===== src/rtl/fsk_nco_ctrl.sv =====
// 2-FSK symbol-rate controller: sequences an NCO through warm-up, modulated run and drain,
// accepting one data bit per symbol over a valid/ready handshake.
module fsk_nco_ctrl #(
  parameter int PHASE_W  = 25,
  parameter int SPS      = 16,
  parameter int CNT_W    = 8,
  parameter int WARM_MAX = 64,
  parameter int NCO_LAT  = 7
) (
  input  logic               clk,
  input  logic               reset_n,
  input  logic               enable_i,
  input  logic [PHASE_W-1:0] phi_base_i,
  input  logic [PHASE_W-1:0] dev_i,
  input  logic               bit_i,
  input  logic               bit_valid_i,
  output logic               bit_ready_o,
  output logic [PHASE_W-1:0] phi_inc_o,
  output logic [PHASE_W-1:0] freq_mod_o,
  output logic               nco_clken_o,
  input  logic               nco_valid_i,
  output logic               sym_start_o,
  output logic               busy_o,
  output logic               underrun_o,
  output logic               timeout_o
);

  typedef enum logic [1:0] {S_IDLE, S_WARM, S_RUN, S_DRAIN} state_t;

  localparam logic [CNT_W-1:0] L_SYM_LAST   = CNT_W'(SPS - 1);
  localparam logic [CNT_W-1:0] L_WARM_LAST  = CNT_W'(WARM_MAX - 1);
  localparam logic [CNT_W-1:0] L_DRAIN_LAST = CNT_W'(NCO_LAT - 1);

  state_t             r_state, w_next_state;
  logic [CNT_W-1:0]   r_cnt, w_cnt_nxt;
  logic [PHASE_W-1:0] r_dev, w_dev_nxt;
  logic [PHASE_W-1:0] r_phi_inc, w_phi_inc_nxt;
  logic [PHASE_W-1:0] r_freq_mod, w_freq_mod_nxt;
  logic [PHASE_W-1:0] w_dev_neg;
  logic               r_clken, w_clken_nxt;
  logic               r_sym_start, w_sym_start_nxt;
  logic               r_underrun, w_underrun_nxt;
  logic               r_timeout, w_timeout_nxt;
  logic               w_boundary, w_xfer;

  // The last sample of a symbol is the only cycle a new bit can be taken.
  assign w_boundary  = (r_state == S_RUN) && (r_cnt == L_SYM_LAST);
  assign bit_ready_o = w_boundary && enable_i;
  assign busy_o      = (r_state != S_IDLE);
  assign w_xfer      = bit_ready_o && bit_valid_i;
  assign w_dev_neg   = ~r_dev + PHASE_W'(1);

  assign phi_inc_o   = r_phi_inc;
  assign freq_mod_o  = r_freq_mod;
  assign nco_clken_o = r_clken;
  assign sym_start_o = r_sym_start;
  assign underrun_o  = r_underrun;
  assign timeout_o   = r_timeout;

  always_ff @(posedge clk or negedge reset_n) begin
    if (!reset_n) begin
      r_state     <= S_IDLE;
      r_cnt       <= '0;
      r_dev       <= '0;
      r_phi_inc   <= '0;
      r_freq_mod  <= '0;
      r_clken     <= 1'b0;
      r_sym_start <= 1'b0;
      r_underrun  <= 1'b0;
      r_timeout   <= 1'b0;
    end else begin
      r_state     <= w_next_state;
      r_cnt       <= w_cnt_nxt;
      r_dev       <= w_dev_nxt;
      r_phi_inc   <= w_phi_inc_nxt;
      r_freq_mod  <= w_freq_mod_nxt;
      r_clken     <= w_clken_nxt;
      r_sym_start <= w_sym_start_nxt;
      r_underrun  <= w_underrun_nxt;
      r_timeout   <= w_timeout_nxt;
    end
  end

  // A valid NCO output wins over a simultaneous warm-up timeout.
  always_comb begin
    w_next_state = r_state;
    case (r_state)
      S_IDLE:  if (enable_i) w_next_state = S_WARM;
      S_WARM: begin
        if (nco_valid_i)                w_next_state = S_RUN;
        else if (r_cnt == L_WARM_LAST)  w_next_state = S_IDLE;
      end
      S_RUN:   if (w_boundary && !enable_i) w_next_state = S_DRAIN;
      S_DRAIN: if (r_cnt == L_DRAIN_LAST)   w_next_state = S_IDLE;
      default: w_next_state = S_IDLE;
    endcase
  end

  always_comb begin
    w_cnt_nxt       = r_cnt;
    w_dev_nxt       = r_dev;
    w_phi_inc_nxt   = r_phi_inc;
    w_freq_mod_nxt  = r_freq_mod;
    w_clken_nxt     = r_clken;
    w_sym_start_nxt = 1'b0;
    w_underrun_nxt  = 1'b0;
    w_timeout_nxt   = r_timeout;
    case (r_state)
      S_IDLE: begin
        w_clken_nxt = 1'b0;
        if (enable_i) begin
          w_phi_inc_nxt  = phi_base_i;
          w_dev_nxt      = dev_i;
          w_freq_mod_nxt = '0;
          w_timeout_nxt  = 1'b0;
          w_cnt_nxt      = '0;
          w_clken_nxt    = 1'b1;
        end
      end
      S_WARM: begin
        w_freq_mod_nxt = '0;
        w_clken_nxt    = 1'b1;
        w_cnt_nxt      = r_cnt + CNT_W'(1);
        // Entering RUN on a boundary lets the first bit be taken immediately.
        if (nco_valid_i) begin
          w_cnt_nxt = L_SYM_LAST;
        end else if (r_cnt == L_WARM_LAST) begin
          w_timeout_nxt = 1'b1;
          w_clken_nxt   = 1'b0;
          w_cnt_nxt     = '0;
        end
      end
      S_RUN: begin
        w_clken_nxt = 1'b1;
        if (w_boundary) begin
          w_cnt_nxt = '0;
          if (!enable_i) begin
            w_freq_mod_nxt = '0;
          end else begin
            w_sym_start_nxt = 1'b1;
            if (w_xfer) begin
              w_freq_mod_nxt = bit_i ? r_dev : w_dev_neg;
            end else begin
              w_freq_mod_nxt = '0;
              w_underrun_nxt = 1'b1;
            end
          end
        end else begin
          w_cnt_nxt = r_cnt + CNT_W'(1);
        end
      end
      S_DRAIN: begin
        w_freq_mod_nxt = '0;
        if (r_cnt == L_DRAIN_LAST) begin
          w_clken_nxt = 1'b0;
          w_cnt_nxt   = '0;
        end else begin
          w_clken_nxt = 1'b1;
          w_cnt_nxt   = r_cnt + CNT_W'(1);
        end
      end
      default: begin
        w_clken_nxt = 1'b0;
      end
    endcase
  end

endmodule


===== config.mk =====
export PLATFORM = sky130hd
export DESIGN_NAME = fsk_nco_ctrl
export DESIGN_NICKNAME = d
export VERILOG_FILES = /design/src/rtl/fsk_nco_ctrl.sv
export SDC_FILE = /design/constraint.sdc
export NUM_CORES = 1
export LEC_CHECK = 0
export CAP_MARGIN = 20
export CORE_ASPECT_RATIO = 1.4
export CORE_MARGIN = 4
export CORE_UTILIZATION = 42
export DETAILED_ROUTE_END_ITERATION = 8
export PLACE_DENSITY = 0.83
export SLEW_MARGIN = 20
export SYNTH_ARGS = -nofsm -noshare
export SYNTH_HDL_FRONTEND = slang
export SYNTH_SLANG_ARGS = --single-unit

===== constraint.sdc =====
create_clock -name clk -period 2.05 [get_ports clk]
set_clock_uncertainty 0.15 [all_clocks]
set_input_delay 0.205 -clock clk [delete_from_list [all_inputs] [get_ports clk]]
set_output_delay 0.205 -clock clk [all_outputs]
set_load 0.005 [all_outputs]

==> results_dict.tcl <==
set metrics [dict create \
    status "complete, but fails checks" \
    violations "negative setup slack" \
    r2r_slack_ns -0.09 \
    synth_compound_area_frac 0.112 \
    layout-drive-gt1-share 0.224 \
    detail_route.first_pass.iterations 4 \
    crit_required_ns 2.11 \
    vias_per_cell 5.09 \
    postPlaceCellArea_sq_um 5610 \
    drcViolationCount 0 \
    fmax_ghz 0.468 \
    initial_core_util 0.433 \
    swShare 0.332 \
    dp_slack_ns -0.134 \
    p_switching_w 0.00260 \
    synth.top_cell.area_share 0.541 \
    finalMaxSlewViolations 0 \
    numPortBuffers 111 \
    grt_max_degree 34 \
    synth_area_leaders "dfrtp_1 54%, mux2_2 7.9%, xnor2_1 5.3%" \
    multi_input_area_sq_um 1830 \
    ys_ff_latch 89 \
    clkPwrFrac 0.203 \
    slew_headroom 0.743 \
    hold_viol 0 \
    p_per_area_nw_per_um2 1290 \
    diodes 0 \
    nNetsFinal 572 \
    synth_top_family_by_area "multiplexers" \
    grt_pass1_wl_microns 17500 \
    cts_buffers 9 \
    leakage_nw 2.55 \
    die_height_microns 125 \
    synthesis.nets 423 \
    dr_total_vias 3307 \
    cts_root_buffer "clkbuf_16" \
    ys.flop_type "dfrtp_1" \
    p_comb_frac 0.435 \
    cp_max_fo 4 \
    synth_edf_count 0 \
    yosysTopAreaCell "dfrtp_1" \
    stdcell_count 650 \
    crit_type "flop to flop" \
    hp-class "input port to asynchronous set/reset pin" \
    rsz0062_at_grt "yes" \
    wirelength_microns 10400 \
    pwr-share-seq 0.362 \
    grt.total_usage 0.189 \
    synth.top_cells.by_count "89 x dfrtp_1, 38 x nand2_1, 29 x mux2_2" \
    ys_types 44 \
    synth.most_common_cell "dfrtp_1" \
    yosysSeqAreaShare 0.541 \
    place_congestion 0.898 \
    critPathLaunchType "flop" \
    ant_nets 0 \
    setup_viol 9 \
    htree_levels 3 \
    vdd_drop_max_v 0.000843 \
    cap_violations 0 \
    period_needed_ns 2.14 \
    stdcell_area_sq_um 6060 \
    clk_path_buf_depth 2 \
    min_period_over_period 1.04 \
    worst_slack_ns -0.0870 \
    yosysWarnings 0 \
    numClockSinks 89 \
    async_flop_share 1.00 \
    clkTransAtPathRegs_ns 0.07 \
    clk_latency_ns 0.34 \
    grt_overflow 0 \
    antenna_found_initial 0 \
    synth_fa_ha_area_frac 0.00912 \
    io_pins 112 \
    seq_area_sq_um 2230 \
    first_iter_violations 135 \
    synthToLayoutAreaGrowth_pct 47.1 \
    synthMuxAreaShare 0.126 \
    worst_pin_slew_ns 0.386 \
    first_global_vias 3659 \
    coreArea_sq_um 9510 \
    n_fill_cell 723 \
    p_total_w 0.00783 \
    cp_data_arrival_time_ns 2.20 \
    cts_tree "done" \
    internal-power_w 0.00523 \
    synth_cells 364 \
    avgRoutedWirePerCell_microns 16.0 \
    hpwl_microns 7640 \
    syn-cell-area_sq_um 4120 \
    end_kind "flop" \
    die_w_microns 91.7 \
    row_count 42 \
    synthSimpleGateAreaFrac 0.124 \
    synthXorXnorAreaFrac 0.0532 \
    syn_area_per_cell_sq_um 11.3 \
    placedCellCount 624 \
    dieArea_sq_um 11500 \
]
[worst paths after layout]
kind                       cells past startpoint        endpoint            from
setup reg to reg                               7        r_cnt[5]        r_cnt[5]
hold / removal                                 2       r_dev[21]         reset_n
hold reg to reg                                2  freq_mod_o[23]  freq_mod_o[23]
min in group clk                               3        r_dev[1]        dev_i[1]
max in group asynchronous                      3        r_cnt[2]         reset_n
setup / recovery                               7        r_cnt[5]        r_cnt[5]
[critical path: stages, from the launching register on]
cell and delay [ns]:
dfrtp_1 0.39, or4_4 0.57, buf_6 0.15, a211oi_4 0.28, buf_4 0.18, o22ai_4 0.09
o21ai_1 0.11, a31oi_1 0.09
[final cells by class]
class | instances | share of cell area
sequential | 89 | 0.368
multi-input combinational | 247 | 0.302
timing repair buffer | 153 | 0.247
tap | 132 | 0.0273
inverter | 13 | 0.00806
clock inverter | 4 | 0.00434
clock buffer | 12 | 0.0440
[kinds of logic (layout without fill, tap and decap cells)]
logic type	after synthesis	count (layout)
and+or+nand+nor	99	99
DFF	89	89
AOI/OAI and AO/OA	73	74
muxes	46	46
buffers and inverters	29	182
xor gates and xnor gates	25	25
adders and majority gates	3	3
[power groups by stage]
stage | logic, W | registers, W | clock network, W
2_1_floorplan | 0.00158 | 0.00283 | 0
3_3_place_gp | 0.00307 | 0.00280 | 0
3_5_place_dp | 0.00317 | 0.00284 | 0
4_1_cts | 0.00329 | 0.00283 | 0.00162
5_1_grt | 0.00372 | 0.00292 | 0.00170
6_report | 0.00341 | 0.00284 | 0.00159
[routing by layer]
metal / vias up / track usage / part of all wire
met2: 100 / 0.331 / 0.54
met3: 19 / 0.0505 / 0.058
met5: - / 0 / 0
li1: 1574 / - / -
met4: 0 / 0.0817 / 0.022
met1: 1614 / 0.215 / 0.38
[sequential cells by signal, summed over array words and instances, names as in the netlist, named ones only]
name	cells
timeout_o	1
nco_clken_o	1
sym_start_o	1
r_cnt	8
r_dev	25
r_state	1
freq_mod_o	25
underrun_o	1
phi_inc_o	25
[per-stage QoR]
stage	utilization	TNS (ns)	hold slack, ns
2_1_floorplan	-	0	-0.241
3_3_place_gp	0.590	-0.557	0.00503
3_5_place_dp	0.590	-1.31	0.00553
4_1_cts	0.627	-0.136	0.198
5_1_grt	0.637	-1.27	0.223
6_report	0.637	-0.552	0.185
[cells in the final DEF, fill, tap and decap left out, types with 2 or more instances in the layout]
master | Yosys | layout
or3_1 | 4 | 3
dfrtp_1 | 89 | 89
a31oi_1 | 10 | 10
a41oi_2 | 0 | 2
xnor2_1 | 25 | 25
nor3_2 | 2 | 4
nor2_1 | 20 | 19
ha_1 | 3 | 3
or4_4 | 0 | 4
nor3_4 | 3 | 3
clkdlybuf4s50_1 | 0 | 109
or2_2 | 2 | 2
inv_1 | 12 | 12
nor4_1 | 2 | 2
mux2_1 | 16 | 16
clkbuf_16 | 0 | 9
a21o_1 | 2 | 2
nand3b_1 | 3 | 3
clkinv_2 | 0 | 2
o21ai_1 | 28 | 28
mux2_2 | 29 | 29
nand3_1 | 5 | 5
o21ai_0 | 7 | 7
buf_12 | 0 | 5
o31ai_1 | 3 | 2
buf_4 | 2 | 34
a21oi_2 | 0 | 2
nor3_1 | 10 | 8
buf_6 | 3 | 3
nand2_1 | 38 | 38
a21oi_1 | 12 | 10
o22ai_4 | 1 | 2
clkbuf_8 | 0 | 3
[repair_timing]
| action | in CTS | in global routing |
|---|---|---|
| gates resized for setup | 11 | 10 |
| hold endpoints to repair | 57 | 0 |
| endpoints found under the setup margin | 24 | 23 |
| gates cloned | 1 | 0 |
| pin swaps | 8 | 10 |
| hold buffers | 1 | 0 |
| buffers inserted | 0 | 8 |
No activity file was read; power rests on OpenSTA's default activity.
